`config.mk`:
```
export PLATFORM = sky130hd
export DESIGN_NAME = score_time_dabbler
export DESIGN_NICKNAME = d
export VERILOG_FILES = /design/src/rtl/score_time_dabbler.sv
export SDC_FILE = /design/constraint.sdc
export NUM_CORES = 1
export LEC_CHECK = 0
export ABC_CLOCK_PERIOD_IN_PS = 2100
export CAP_MARGIN = 10
export CORE_UTILIZATION = 48
export CTS_CLUSTER_SIZE = 40
export DETAILED_ROUTE_END_ITERATION = 8
export HOLD_SLACK_MARGIN = 0.15
export PLACE_DENSITY_LB_ADDON = 0.15
export SLEW_MARGIN = 25
export SYNTH_ARGS = -nofsm -noshare
export SYNTH_HDL_FRONTEND = slang
export SYNTH_SLANG_ARGS = --single-unit
```
`constraint.sdc`:
```
create_clock -name clk -period 2.1 [get_ports clk]
set_clock_uncertainty 0.15 [all_clocks]
set_input_delay 0.315 -clock clk [delete_from_list [all_inputs] [get_ports clk]]
set_output_delay 0.315 -clock clk [all_outputs]
set_load 0.01 [all_outputs]
```
`src/rtl/score_time_dabbler.sv`:
```
// Converts a 14-bit game score and a 9-bit game time to BCD with a shared
// 14-step shift-and-add-3 sequencer; results are published with a one-cycle done pulse.
module score_time_dabbler #(
  parameter bit AUTO = 1'b0
) (
  input  logic        clk,
  input  logic        rst,
  input  logic        start,
  input  logic [13:0] score,
  input  logic [8:0]  g_time,
  output logic [19:0] score_bcd,
  output logic [11:0] time_bcd,
  output logic        busy,
  output logic        done
);

  typedef enum logic [1:0] {IDLE, SHIFT, DONE} state_t;

  state_t      state_q;
  logic [3:0]  cnt_q;
  logic [13:0] score_bin_q;
  logic [13:0] time_bin_q;
  logic [19:0] score_acc_q;
  logic [11:0] time_acc_q;
  logic [19:0] score_bcd_q;
  logic [11:0] time_bcd_q;
  logic        busy_q;
  logic        done_q;

  logic [19:0] score_adj;
  logic [11:0] time_adj;
  logic [19:0] score_shift_d;
  logic [11:0] time_shift_d;
  logic        score_adj_msb_unused;
  logic        time_adj_msb_unused;

  // Add-3 correction per BCD digit, applied before each shift
  genvar gi;
  generate
    for (gi = 0; gi < 5; gi++) begin : g_score_adj
      assign score_adj[gi*4 +: 4] = (score_acc_q[gi*4 +: 4] >= 4'd5) ?
                                    score_acc_q[gi*4 +: 4] + 4'd3 :
                                    score_acc_q[gi*4 +: 4];
    end
    for (gi = 0; gi < 3; gi++) begin : g_time_adj
      assign time_adj[gi*4 +: 4] = (time_acc_q[gi*4 +: 4] >= 4'd5) ?
                                   time_acc_q[gi*4 +: 4] + 4'd3 :
                                   time_acc_q[gi*4 +: 4];
    end
  endgenerate

  // The accumulator MSB falls off the top; it is always zero for in-range inputs
  assign {score_adj_msb_unused, score_shift_d} = {score_adj, score_bin_q[13]};
  assign {time_adj_msb_unused, time_shift_d}   = {time_adj, time_bin_q[13]};

  always_ff @(posedge clk) begin
    if (rst) begin
      state_q     <= IDLE;
      cnt_q       <= 4'd0;
      score_bin_q <= 14'd0;
      time_bin_q  <= 14'd0;
      score_acc_q <= 20'd0;
      time_acc_q  <= 12'd0;
      score_bcd_q <= 20'd0;
      time_bcd_q  <= 12'd0;
      busy_q      <= 1'b0;
      done_q      <= 1'b0;
    end else begin
      case (state_q)
        IDLE: begin
          done_q <= 1'b0;
          if (AUTO || start) begin
            state_q     <= SHIFT;
            busy_q      <= 1'b1;
            cnt_q       <= 4'd0;
            score_bin_q <= score;
            time_bin_q  <= {5'd0, g_time};
            score_acc_q <= 20'd0;
            time_acc_q  <= 12'd0;
          end
        end
        SHIFT: begin
          score_acc_q <= score_shift_d;
          time_acc_q  <= time_shift_d;
          score_bin_q <= {score_bin_q[12:0], 1'b0};
          time_bin_q  <= {time_bin_q[12:0], 1'b0};
          cnt_q       <= cnt_q + 4'd1;
          if (cnt_q == 4'd13) begin
            state_q     <= DONE;
            busy_q      <= 1'b0;
            done_q      <= 1'b1;
            cnt_q       <= 4'd0;
            score_bcd_q <= score_shift_d;
            time_bcd_q  <= time_shift_d;
          end
        end
        DONE: begin
          done_q  <= 1'b0;
          state_q <= IDLE;
        end
        default: begin
          state_q <= IDLE;
          busy_q  <= 1'b0;
          done_q  <= 1'b0;
        end
      endcase
    end
  end

  assign score_bcd = score_bcd_q;
  assign time_bcd  = time_bcd_q;
  assign busy      = busy_q;
  assign done      = done_q;

endmodule

```
==> impl_metrics.tcl <==
set metrics [dict create \
    status "completed" \
    placementRows 34 \
    synth-async-reset-ratio_pct 0 \
    setup_violations 0 \
    crit_type "reg -> reg" \
    hold_class "reg -> reg" \
    synth_edf_count 0 \
    cts_setup_buffers 0 \
    maxSlewHeadroom_pct 67.3 \
    num_vias 3463 \
    ys_seq_elements 100 \
    finalWirelength_um 9360 \
    drc 0 \
    drive_gt1_share_pct 7.35 \
    crit_arrival_ps 2080 \
    layout_common_cells "100 x dfxtp_1, 59 x clkdlybuf4s50_1, 34 x nand2_1" \
    rsz0062_at_grt "false" \
    syn_to_final_growth_pct 23.0 \
    die-area_um2 9440 \
    vias_per_cell 5.54 \
    die_w_um 97.1 \
    syn_inst 454 \
    worstPathRequired_ps 2260 \
    io_buffers 59 \
    gp_congestion 0.771 \
    grt_start_max_net_pins 27 \
    cts.repair.resized 0 \
    first_iter_violations 140 \
    die_h_um 97.1 \
    worstMarginPinSlew_ps 488 \
    grt_overflow 0 \
    synth_warnings 0 \
    critPathLaunchType "register" \
    first_pass_iters 6 \
    yosysSeqAreaShare_pct 46.1 \
    cts.sinks 100 \
    setup.worst_path.end_class "register" \
    worst_skew_pair.late_latency_ps 360 \
    ioPinCount 60 \
    fmax_mhz 521 \
    synth-main-ff-cell "dfxtp_1" \
    dpl.hpwl_um 6430 \
    slew_viol_final 0 \
    synth_area_um2 4350 \
    start_util_pct 49.6 \
    diodes 0 \
    ctsHoldBuffers 0 \
    htreeDepth 3 \
    tritoncts "built" \
    wl_per_cell_um 15.0 \
    root_buffer "clkbuf_8" \
    finalSetupTns_ps 0 \
    nets 556 \
    ir_drop_mv 0.420 \
    syn_nets 498 \
    period_minus_slack_ps 1920 \
    antenna_found_initial 0 \
    syn_area_per_cell_um2 9.57 \
    r2r_slack_ps 180 \
    hold_ws_ps 309 \
    period_share_pct 91.4 \
    max_cap_violations 0 \
    grt_pass1_vias 3288 \
    ys_types 41 \
    power_density_nw_per_um2 676 \
    final_antenna_net_count 0 \
    clockBufferDepth 2 \
    track_usage_pct 21.1 \
    core_um2 8760 \
    clk_pin_slew_ps 100 \
    hold_viol 0 \
    final_common_cell "dfxtp_1" \
    cts_buffers 9 \
    grt_pass1_wl_um 16100 \
    leakage_nw 2.25 \
    path_max_fanout 25 \
]
==> Yosys cell counts, types with 12 or more instances <==
| cell type | n | area share [%] |
|---|---|---|
| nor3b_1 | 13 | 2.2 |
| nor2_1 | 26 | 2.2 |
| nand2_1 | 34 | 2.9 |
| a22o_1 | 23 | 4.6 |
| buf_2 | 15 | 1.7 |
| inv_1 | 20 | 1.7 |
| ha_1 | 18 | 5.2 |
| a21oi_1 | 19 | 2.2 |
| mux2i_1 | 26 | 6.0 |
| dfxtp_1 | 100 | 46 |
| and3_1 | 17 | 2.4 |
| o21ai_0 | 29 | 3.3 |
| a211oi_1 | 12 | 2.1 |
| a21o_1 | 22 | 3.8 |
==> area by class of cell <==
cell class / count / area (um2)
Timing Repair Buffer: 75 / 786
Sequential cell: 100 / 2000
Inverter: 20 / 75.1
Clock buffer: 10 / 138
Multi-Input combinational cell: 306 / 2110
Tap cell: 108 / 135
Clock inverter: 6 / 93.8
Fill cell: 768 / 3420
==> path summary, 6_finish.rpt <==
check                       from        endpoint  depth (start not counted)
setup reg to reg        cnt_q[0]     time_bcd[2]                          5
setup / recovery        cnt_q[0]     time_bcd[2]                          5
hold reg to reg   score_bin_q[4]  score_bin_q[4]                          2
hold / removal    score_bin_q[4]  score_bin_q[4]                          2
==> per-layer routing <==
| layer | routed length, um | up-vias | track usage (%) | share of wire (%) |
|---|---|---|---|---|
| li1 | - | 1739 | - | - |
| met1 | 4460 | 1639 | 28.1 | 48 |
| met2 | 4440 | 76 | 34.6 | 47 |
| met3 | 386 | 9 | 4.89 | 4.1 |
| met4 | 80 | 0 | 5.17 | 0.85 |
| met5 | 0 | - | 0 | 0 |
==> cells by family (layout without fill, tap and decap cells) <==
logic type / Yosys count / after routing / synth area share, %
xor+xnor: 8 / 8 / 1.61
buf+inv: 48 / 111 / 5.27
simple gates: 119 / 119 / 14.4
compound gates: 135 / 135 / 21.5
flops: 100 / 100 / 46.1
fa+ha+maj: 18 / 18 / 5.18
mux: 26 / 26 / 5.99
==> where the power goes <==
| part | switching (W) | internal [W] |
|---|---|---|
| Combinational | 0.000125 | 0.000127 |
| Clock | 0.000686 | 0.000717 |
| Sequential | 0.0000238 | 0.00193 |
==> registers in the layout, summed over array words and instances (netlist names) <==
register,count
done,1
busy,1
score_acc_q,20
score_bin_q,14
time_acc_q,12
time_bin_q,14
score_bcd,20
state_q,2
time_bcd,12
cnt_q,4
==> stage by stage <==
stage                     utilization, %  total power, W  cells  area (um2)  worst slack (ps)
after floorplan                        -         0.00214    454        4350               429
after global placement              58.3         0.00225    609        5110               148
after detailed placement            58.3         0.00225    609        5110               113
after CTS                           61.0         0.00365    625        5340               161
after global routing                61.0         0.00376    625        5340              35.2
final                               61.0         0.00361    625        5340               181
==> worst max-delay path, stage by stage (launching register included) <==
cell,delay (ps)
dfxtp_1,440
ha_1,210
and3_1,230
nand2_4,210
nor2_4,440
a21o_1,190
(Power assumes the default switching activity.)
